--- src/rtl/exu_branchslv_pkg.sv ---
// -----------------------------------------------------------------------------
// exu_branchslv_pkg
// Shared definitions for the execute-side branch resolution slave:
//   - FSM state encoding (IDLE / FLUSH_PEND)
//   - sequential-increment constants for compressed and normal instructions
//   - helper returning the fall-through increment for an instruction size
// Optional feature macro used by the top: BJP_STAT_EN.
// -----------------------------------------------------------------------------
package exu_branchslv_pkg;

   typedef enum logic [0:0] {
      BSLV_IDLE = 1'b0,
      BSLV_PEND = 1'b1
   } bslv_state_e;

   localparam logic [2:0] BSLV_INC_RVC  = 3'd2;
   localparam logic [2:0] BSLV_INC_RV32 = 3'd4;

   // Fall-through distance of an instruction: 4 bytes normal, 2 compressed.
   function automatic logic [2:0] bslv_seq_inc(input logic rv32);
      logic [2:0] inc;
      if (rv32) begin
         inc = BSLV_INC_RV32;
      end else begin
         inc = BSLV_INC_RVC;
      end
      return inc;
   endfunction

endpackage

--- src/rtl/exu_branchslv_if.sv ---
// -----------------------------------------------------------------------------
// exu_branchslv_if
// Handshake and redirect bus between the EXU ALU/BJP path, the branch
// resolution slave and the IFU/commit logic.
//   master : environment side (ALU drives the resolved instruction, IFU
//            returns flush_ack)
//   slave  : exu_branchslv (accepts instructions, issues commit and redirect)
// Signals:
//   i_valid/i_ready           instruction handshake
//   i_pc, i_bjp_imm           PC and branch offset (PC_SIZE)
//   i_is_jal/jalr/bxx, i_rv32 instruction type and size
//   i_prdt_taken/i_rslv_taken predicted vs. resolved direction
//   o_cmt_valid/o_cmt_flush   one-cycle commit pulse, mispredict qualifier
//   flush_req/flush_ack       redirect handshake to the IFU
//   flush_pc_add_op1/op2      redirect adder operands
// -----------------------------------------------------------------------------
interface exu_branchslv_if #(
   parameter int unsigned PC_SIZE = 32
);
   logic               i_valid;
   logic               i_ready;
   logic [PC_SIZE-1:0] i_pc;
   logic               i_is_jal;
   logic               i_is_jalr;
   logic               i_is_bxx;
   logic               i_rv32;
   logic [PC_SIZE-1:0] i_bjp_imm;
   logic               i_prdt_taken;
   logic               i_rslv_taken;
   logic               o_cmt_valid;
   logic               o_cmt_flush;
   logic               flush_req;
   logic               flush_ack;
   logic [PC_SIZE-1:0] flush_pc_add_op1;
   logic [PC_SIZE-1:0] flush_pc_add_op2;

   modport slave (
      input  i_valid, i_pc, i_is_jal, i_is_jalr, i_is_bxx, i_rv32,
             i_bjp_imm, i_prdt_taken, i_rslv_taken, flush_ack,
      output i_ready, o_cmt_valid, o_cmt_flush, flush_req,
             flush_pc_add_op1, flush_pc_add_op2
   );

   modport master (
      output i_valid, i_pc, i_is_jal, i_is_jalr, i_is_bxx, i_rv32,
             i_bjp_imm, i_prdt_taken, i_rslv_taken, flush_ack,
      input  i_ready, o_cmt_valid, o_cmt_flush, flush_req,
             flush_pc_add_op1, flush_pc_add_op2
   );
endinterface

--- src/rtl/exu_bslv_stat.sv ---
// -----------------------------------------------------------------------------
// exu_bslv_stat
// Branch statistics counters, instantiated only when BJP_STAT_EN is defined.
// Ports:
//   clk, rst     clock, asynchronous active-low reset
//   inc_bjp_i    an accepted instruction carried a branch/jump type bit
//   inc_mis_i    an accepted instruction was a mispredicted branch
//   bjp_cnt_o    branch/jump count (CNT_W, wraps)
//   mis_cnt_o    mispredict count (CNT_W, wraps)
// -----------------------------------------------------------------------------
module exu_bslv_stat #(
   parameter int unsigned CNT_W = 32
) (
   input  logic             clk,
   input  logic             rst,
   input  logic             inc_bjp_i,
   input  logic             inc_mis_i,
   output logic [CNT_W-1:0] bjp_cnt_o,
   output logic [CNT_W-1:0] mis_cnt_o
);
   localparam logic [CNT_W-1:0] CNT_ONE = {{(CNT_W-1){1'b0}}, 1'b1};

   logic [CNT_W-1:0] bjp_cnt_q, bjp_cnt_d;
   logic [CNT_W-1:0] mis_cnt_q, mis_cnt_d;

   // Next-state for both counters; natural overflow gives the wrap.
   always_comb begin
      bjp_cnt_d = bjp_cnt_q;
      mis_cnt_d = mis_cnt_q;
      if (inc_bjp_i) begin
         bjp_cnt_d = bjp_cnt_q + CNT_ONE;
      end else begin
         bjp_cnt_d = bjp_cnt_q;
      end
      if (inc_mis_i) begin
         mis_cnt_d = mis_cnt_q + CNT_ONE;
      end else begin
         mis_cnt_d = mis_cnt_q;
      end
   end

   // Counter registers.
   always_ff @(posedge clk or negedge rst) begin
      if (!rst) begin
         bjp_cnt_q <= {CNT_W{1'b0}};
         mis_cnt_q <= {CNT_W{1'b0}};
      end else begin
         bjp_cnt_q <= bjp_cnt_d;
         mis_cnt_q <= mis_cnt_d;
      end
   end

   assign bjp_cnt_o = bjp_cnt_q;
   assign mis_cnt_o = mis_cnt_q;

endmodule

--- src/rtl/exu_branchslv.sv ---
// -----------------------------------------------------------------------------
// exu_branchslv
// Execute-side branch resolution slave. Accepts one resolved branch/jump per
// handshake, compares the IFU prediction with the real outcome and, on a
// conditional-branch mispredict, holds a redirect request (op1 + op2 computed
// by the IFU) until the IFU acknowledges it.
// Ports:
//   clk            single clock
//   rst            asynchronous active-low reset
//   bus            exu_branchslv_if.slave (handshake, commit, redirect)
//   stat_bjp_cnt   [BJP_STAT_EN only] accepted branch/jump count
//   stat_mis_cnt   [BJP_STAT_EN only] mispredict count
// Optional feature macro: BJP_STAT_EN (adds the statistics counters).
// -----------------------------------------------------------------------------
module exu_branchslv
   import exu_branchslv_pkg::*;
#(
   parameter int unsigned PC_SIZE = 32,
   parameter int unsigned CNT_W   = 32
) (
   input  logic                 clk,
   input  logic                 rst,
   exu_branchslv_if.slave       bus
`ifdef BJP_STAT_EN
   ,
   output logic [CNT_W-1:0]     stat_bjp_cnt,
   output logic [CNT_W-1:0]     stat_mis_cnt
`endif
);

   bslv_state_e        state_q, state_d;
   logic               cmt_valid_q, cmt_valid_d;
   logic               cmt_flush_q, cmt_flush_d;
   logic [PC_SIZE-1:0] op1_q, op1_d;
   logic [PC_SIZE-1:0] op2_q, op2_d;

   logic               accept_s;
   logic               sel_jal_s;
   logic               sel_jalr_s;
   logic               sel_bxx_s;
   logic               any_type_s;
   logic               mis_s;

   assign accept_s = bus.i_valid & (state_q == BSLV_IDLE);

   // Type priority jal > jalr > bxx; only a bxx that wins can mispredict,
   // so a jal/jalr with a stray bxx bit never redirects.
   assign sel_jal_s  = bus.i_is_jal;
   assign sel_jalr_s = ~bus.i_is_jal & bus.i_is_jalr;
   assign sel_bxx_s  = ~bus.i_is_jal & ~bus.i_is_jalr & bus.i_is_bxx;
   assign any_type_s = sel_jal_s | sel_jalr_s | sel_bxx_s;
   assign mis_s      = sel_bxx_s & (bus.i_prdt_taken != bus.i_rslv_taken);

   // FSM next state, commit pulse and redirect operand capture.
   always_comb begin
      state_d     = state_q;
      cmt_valid_d = accept_s;
      cmt_flush_d = accept_s & mis_s;
      op1_d       = op1_q;
      op2_d       = op2_q;
      case (state_q)
         BSLV_IDLE: begin
            if (accept_s & mis_s) begin
               state_d = BSLV_PEND;
               op1_d   = bus.i_pc;
               // Predicted taken but fell through: redirect to the next
               // sequential PC; otherwise redirect to the branch target.
               if (bus.i_prdt_taken) begin
                  op2_d = {{(PC_SIZE-3){1'b0}}, bslv_seq_inc(bus.i_rv32)};
               end else begin
                  op2_d = bus.i_bjp_imm;
               end
            end else begin
               state_d = BSLV_IDLE;
            end
         end
         BSLV_PEND: begin
            if (bus.flush_ack) begin
               state_d = BSLV_IDLE;
            end else begin
               state_d = BSLV_PEND;
            end
         end
         default: begin
            state_d = BSLV_IDLE;
         end
      endcase
   end

   // State, commit and operand registers.
   always_ff @(posedge clk or negedge rst) begin
      if (!rst) begin
         state_q     <= BSLV_IDLE;
         cmt_valid_q <= 1'b0;
         cmt_flush_q <= 1'b0;
         op1_q       <= {PC_SIZE{1'b0}};
         op2_q       <= {PC_SIZE{1'b0}};
      end else begin
         state_q     <= state_d;
         cmt_valid_q <= cmt_valid_d;
         cmt_flush_q <= cmt_flush_d;
         op1_q       <= op1_d;
         op2_q       <= op2_d;
      end
   end

   // flush_req is the PEND state bit itself, so reset drops it at once.
   assign bus.i_ready          = (state_q == BSLV_IDLE);
   assign bus.flush_req        = (state_q == BSLV_PEND);
   assign bus.o_cmt_valid      = cmt_valid_q;
   assign bus.o_cmt_flush      = cmt_flush_q;
   assign bus.flush_pc_add_op1 = op1_q;
   assign bus.flush_pc_add_op2 = op2_q;

`ifdef BJP_STAT_EN
   exu_bslv_stat #(
      .CNT_W (CNT_W)
   ) u_stat (
      .clk       (clk),
      .rst       (rst),
      .inc_bjp_i (accept_s & any_type_s),
      .inc_mis_i (accept_s & mis_s),
      .bjp_cnt_o (stat_bjp_cnt),
      .mis_cnt_o (stat_mis_cnt)
   );
`else
   logic unused_s;
   assign unused_s = any_type_s;
`endif

endmodule

--- src/flat_wrapper.sv ---
// flat-port wrapper written by rule: the top's interface ports become plain ports
module exu_branchslv_flat import exu_branchslv_pkg::*;
#(
   parameter int unsigned PC_SIZE = 32,
   parameter int unsigned CNT_W   = 32
)
  (clk, rst, bus_i_valid, bus_i_pc, bus_i_is_jal, bus_i_is_jalr, bus_i_is_bxx, bus_i_rv32, bus_i_bjp_imm, bus_i_prdt_taken, bus_i_rslv_taken, bus_flush_ack, bus_i_ready, bus_o_cmt_valid, bus_o_cmt_flush, bus_flush_req, bus_flush_pc_add_op1, bus_flush_pc_add_op2);
  exu_branchslv_if #(.PC_SIZE(PC_SIZE)) bus_i ();
  input  logic clk;
  input  logic rst;
  input wire logic [$bits(bus_i.i_valid)-1:0] bus_i_valid;
  input wire logic [$bits(bus_i.i_pc)-1:0] bus_i_pc;
  input wire logic [$bits(bus_i.i_is_jal)-1:0] bus_i_is_jal;
  input wire logic [$bits(bus_i.i_is_jalr)-1:0] bus_i_is_jalr;
  input wire logic [$bits(bus_i.i_is_bxx)-1:0] bus_i_is_bxx;
  input wire logic [$bits(bus_i.i_rv32)-1:0] bus_i_rv32;
  input wire logic [$bits(bus_i.i_bjp_imm)-1:0] bus_i_bjp_imm;
  input wire logic [$bits(bus_i.i_prdt_taken)-1:0] bus_i_prdt_taken;
  input wire logic [$bits(bus_i.i_rslv_taken)-1:0] bus_i_rslv_taken;
  input wire logic [$bits(bus_i.flush_ack)-1:0] bus_flush_ack;
  output wire logic [$bits(bus_i.i_ready)-1:0] bus_i_ready;
  output wire logic [$bits(bus_i.o_cmt_valid)-1:0] bus_o_cmt_valid;
  output wire logic [$bits(bus_i.o_cmt_flush)-1:0] bus_o_cmt_flush;
  output wire logic [$bits(bus_i.flush_req)-1:0] bus_flush_req;
  output wire logic [$bits(bus_i.flush_pc_add_op1)-1:0] bus_flush_pc_add_op1;
  output wire logic [$bits(bus_i.flush_pc_add_op2)-1:0] bus_flush_pc_add_op2;
  assign bus_i.i_valid = bus_i_valid;
  assign bus_i.i_pc = bus_i_pc;
  assign bus_i.i_is_jal = bus_i_is_jal;
  assign bus_i.i_is_jalr = bus_i_is_jalr;
  assign bus_i.i_is_bxx = bus_i_is_bxx;
  assign bus_i.i_rv32 = bus_i_rv32;
  assign bus_i.i_bjp_imm = bus_i_bjp_imm;
  assign bus_i.i_prdt_taken = bus_i_prdt_taken;
  assign bus_i.i_rslv_taken = bus_i_rslv_taken;
  assign bus_i.flush_ack = bus_flush_ack;
  assign bus_i_ready = bus_i.i_ready;
  assign bus_o_cmt_valid = bus_i.o_cmt_valid;
  assign bus_o_cmt_flush = bus_i.o_cmt_flush;
  assign bus_flush_req = bus_i.flush_req;
  assign bus_flush_pc_add_op1 = bus_i.flush_pc_add_op1;
  assign bus_flush_pc_add_op2 = bus_i.flush_pc_add_op2;
  exu_branchslv #(.PC_SIZE(PC_SIZE), .CNT_W(CNT_W)) u_core (.clk(clk), .rst(rst), .bus(bus_i));
endmodule
--- config.mk ---
export PLATFORM = sky130hd
export DESIGN_NAME = exu_branchslv_flat
export DESIGN_NICKNAME = d
export VERILOG_FILES = /design/src/rtl/exu_branchslv_pkg.sv /design/src/rtl/exu_branchslv_if.sv /design/src/rtl/exu_bslv_stat.sv /design/src/rtl/exu_branchslv.sv /design/src/flat_wrapper.sv
export SDC_FILE = /design/constraint.sdc
export NUM_CORES = 1
export LEC_CHECK = 0
export ABC_AREA = 1
export BUFFER_PORTS_ARGS = -buffer_cell sky130_fd_sc_hd__buf_4
export CAP_MARGIN = 30
export CORE_MARGIN = 2
export CORE_UTILIZATION = 38
export DETAILED_ROUTE_END_ITERATION = 12
export GPL_ROUTABILITY_DRIVEN = 0
export PLACE_DENSITY = 0.79
export SLEW_MARGIN = 20
export SYNTH_ARGS = -nofsm -noshare
export SYNTH_HDL_FRONTEND = slang
export SYNTH_SLANG_ARGS = --single-unit
--- constraint.sdc ---
create_clock -name clk -period 1.6 [get_ports clk]
set_input_delay 0.08 -clock clk [delete_from_list [all_inputs] [get_ports clk]]
set_output_delay 0.08 -clock clk [all_outputs]
set_load 0.02 [all_outputs]
==> flow_summary.rst <==
.. list-table::
   :header-rows: 1

   * - Metric
     - Value
   * - Outcome
     - finished clean
   * - WL final
     - 8.433 mm
   * - Critical Path Source Type
     - flop
   * - Number of remaining DRC errors
     - 0
   * - Synthesized cell area
     - 3050 um^2
   * - Floorplan core area
     - 7767 um^2
   * - Number of slew-limit violations in the final report
     - 0
   * - Max-Slew Margin vs Limit
     - 73.49%
   * - Max Cap Viol
     - 0
   * - Sort of element at the end of the critical path
     - flop
   * - Number of nets in the finished design
     - 609
   * - # Post-CTS Setup Buffers
     - 0
   * - Growth of design area from synthesis to finish
     - 55.78%
   * - Library cell used as clock root buffer
     - sky130_fd_sc_hd__clkbuf_8
   * - Cell internal power dissipation
     - 0.003660 W
   * - Number of buffers created by CTS
     - 9
   * - Maximum level of the CTS H-tree
     - 3
   * - Clock-pin slew on the worst setup and hold paths
     - 0.08 ns
   * - Arrival time of the worst setup path
     - 1.43 ns
   * - Pleak
     - 2.700 nW
   * - Core occupancy in the finished layout
     - 61.18%
   * - CP max stage delay
     - 0.39 ns
   * - Overflow after GRT
     - 0
   * - Clock latency at the later pin of the worst-skew pair
     - 0.32 ns
   * - Ant. Diodes
     - 0
   * - Global router's overall resource usage
     - 19.91%
   * - Pin slew with the least headroom to its limit
     - 0.3977 ns
   * - Average wire per cell in the routed design
     - 13.14 um
   * - Total power divided by cell area
     - 1145 nW/um^2
   * - Prevailing post-synth register cell
     - sky130_fd_sc_hd__dfrtp_1
   * - Switching Share
     - 32.75%
   * - Most area-hungry cell type in the Yosys netlist
     - sky130_fd_sc_hd__dfrtp_1
   * - Path type of the worst setup path
     - reg -> reg
   * - Total number of vias
     - 2933
   * - Number of enable flip-flop cells after synthesis
     - 0
   * - Worst Path Max Fanout
     - 33
   * - Vias per Instance
     - 4.569
   * - Synthesized instance count
     - 365
   * - Number of endpoints with negative hold slack in the final report
     - 0
   * - Global-route wire length before repair
     - 13.73 mm
   * - # port buffers
     - 141
   * - Fill cell count
     - 677
   * - Setup tns final
     - 0 ns
   * - Portion of the post-synthesis area used by sequential elements
     - 54.96%
   * - Type of the most critical hold path
     - in -> reg
   * - Chip Height
     - 93.60 um
   * - Asr flop ratio synth
     - 100.0%
   * - Synth warn
     - 0
   * - Switching Power
     - 0.001783 W
   * - Fraction of power consumed by sequential logic
     - 41.4%
   * - Critical Path, Cell by Cell
     - inv_2, nand2_1, inv_2, nand3_4, buf_12, nand2_2, nand2_1
   * - Number of nets with antenna violations after routing
     - 0
   * - Final setup skew
     - 0.005912 ns
   * - WP data required
     - 1.81 ns
   * - First DRT Iteration DRCs
     - 99
   * - Unrepaired setup endpoints after global routing
     - false
   * - Pin count of the biggest net entering global routing
     - 39
   * - Leading cell type by number of instances after synthesis
     - sky130_fd_sc_hd__nand2_1
   * - Final HPWL DP
     - 5.510 mm
   * - Synthesis-stage register bit count
     - 67
   * - Effective utilization at floorplan
     - 39.27%
   * - Initial DRT Pass Iterations
     - 5
   * - Highest Clock Rate
     - 817.7 MHz
   * - Synthesized netlist net count
     - 439
   * - Area share of the largest cell type after synthesis
     - 54.96%
   * - Crit path time final
     - 1.223 ns
   * - Clk pwr share
     - 28.0%
   * - Combinational Power Share
     - 30.6%
   * - Distinct cell type count after synthesis
     - 14
   * - Width of the die
     - 93.60 um
   * - Total number of placement rows
     - 32
   * - Share of cells above drive strength 1
     - 37.22%
   * - Antenna violations before repair
     - 0
   * - Vias in the first global route
     - 2839
   * - Final Cycle Share
     - 76.44%
   * - Most area-consuming cells after synthesis
     - sky130_fd_sc_hd__dfrtp_1 55%, sky130_fd_sc_hd__nand2_1 13%, sky130_fd_sc_hd__nand3_1 11%
   * - Number of top-level pins
     - 142
   * - Largest buffer count on any clock path
     - 2
   * - Synth cell count leaders
     - 107 x sky130_fd_sc_hd__nand2_1, 67 x sky130_fd_sc_hd__dfrtp_1, 64 x sky130_fd_sc_hd__nand3_1
   * - Standard cell with the maximum stage delay on the critical path
     - sky130_fd_sc_hd__dfrtp_1
   * - Number of gates resized after cts
     - 0
   * - Total clock sinks
     - 67
   * - Die area
     - 8760 um^2
   * - Maximum resistive drop on vdd
     - 0.5063 mV
   * - TritonCTS clock tree
     - done
   * - Average cell area after synthesis
     - 8.357 um^2
   * - Count of endpoints failing setup in the final report
     - 0
[routing by layer]
layer	track usage, %	vias to the layer above	share of wire [%]
met5	0	-	0
li1	-	1453	-
met2	33.75	113	49
met4	3.382	0	0.66
met1	26.13	1361	44
met3	5.318	6	6.5
[worst max-delay path: cells and delay by family (launching register included)]
| kind | cells | cell delay (ns) |
|---|---|---|
| and+or+nand+nor | 4 | 0.32 |
| DFF | 1 | 0.39 |
| buffers and inverters | 3 | 0.37 |
[timing repair]
action                     in CTS  in global routing
setup endpoints to repair       0                  0
hold endpoints to repair       62                  0
hold buffers                   34                  0
[placed cells by master, fill, tap and decap left out]
master / n
sky130_fd_sc_hd__bufinv_16: 2
sky130_fd_sc_hd__dfrtp_1: 67
sky130_fd_sc_hd__inv_2: 3
sky130_fd_sc_hd__buf_4: 144
sky130_fd_sc_hd__dlygate4sd3_1: 34
sky130_fd_sc_hd__nand2_1: 107
sky130_fd_sc_hd__o21ai_0: 2
sky130_fd_sc_hd__nand2_2: 31
sky130_fd_sc_hd__inv_1: 33
sky130_fd_sc_hd__clkinvlp_4: 3
sky130_fd_sc_hd__clkinv_2: 2
sky130_fd_sc_hd__clkbuf_8: 9
sky130_fd_sc_hd__buf_12: 5
sky130_fd_sc_hd__nor2_1: 32
sky130_fd_sc_hd__nor2_4: 1
sky130_fd_sc_hd__nand3_4: 1
sky130_fd_sc_hd__nand3_1: 64
[path summary, 6_finish.rpt]
kind	from	to	slack, ns	depth (start not counted)
worst min-delay path	bus_i_bjp_imm[10]	u_core.bus.flush_pc_add_op2[10]$_DFFE_PN0P_	0.07	5
max in group asynchronous	rst	u_core.bus.flush_pc_add_op2[21]$_DFFE_PN0P_	0.84	3
min in group asynchronous	rst	u_core.bus.flush_pc_add_op1[27]$_DFFE_PN0P_	0.23	2
worst max register to register	u_core.bus.flush_req$_DFF_PN0_	u_core.bus.flush_pc_add_op1[20]$_DFFE_PN0P_	0.38	7
worst max-delay path	u_core.bus.flush_req$_DFF_PN0_	u_core.bus.flush_pc_add_op1[20]$_DFFE_PN0P_	0.38	7
worst min register to register	u_core.bus.flush_pc_add_op2[30]$_DFFE_PN0P_	u_core.bus.flush_pc_add_op2[30]$_DFFE_PN0P_	0.48	2
[state kept, by name, summed over array words and instances (netlist names)]
register,flops
u_core.bus.flush_pc_add_op1,32
u_core.bus.o_cmt_flush,1
u_core.bus.flush_pc_add_op2,32
u_core.bus.o_cmt_valid,1
u_core.bus.flush_req,1
[area by class of cell]
class                           count  area, um^2  area share (%)
Inverter                           36       135.1           2.844
Timing Repair Buffer              183        1521           32.02
Sequential cell                    67        1677           35.28
Multi-Input combinational cell    238        1075           22.62
Tap cell                          102       127.6           2.686
Clock inverter                      7       92.59           1.948
Clock buffer                        9       123.9           2.607
[power by group through the flow]
stage / clock (W) / combinational [W] / sequential (W)
2_1_floorplan: 0 / 0.000396 / 0.00266
3_3_place_gp: 0 / 0.00157 / 0.00226
3_5_place_dp: 0 / 0.00161 / 0.00227
4_1_cts: 0.00156 / 0.00168 / 0.00225
5_1_grt: 0.00164 / 0.00180 / 0.00229
6_report: 0.00152 / 0.00167 / 0.00225
[logic make-up after synthesis]
logic type / share of synthesized area, %
AND/OR/NAND/NOR: 34.66
AO/OA/AOI/OAI: 0.3282
flip-flops: 54.96
buffers and inverters: 10.05
[metrics by stage]
step | area (um^2) | total power (W) | instances | hold slack (ns) | worst slack (ns)
floorplan | 3050 | 0.003055 | 365 | -0.2156 | 0.2444
global placement | 4195 | 0.003835 | 592 | 0.03371 | 0.4140
global route | 4752 | 0.005738 | 642 | 0.07288 | 0.2627
detailed placement | 4195 | 0.003884 | 592 | 0.03844 | 0.3906
CTS | 4752 | 0.005483 | 642 | 0.05781 | 0.3783
finish | 4752 | 0.005442 | 642 | 0.06927 | 0.3770
No activity file was read; power rests on OpenSTA's default activity.
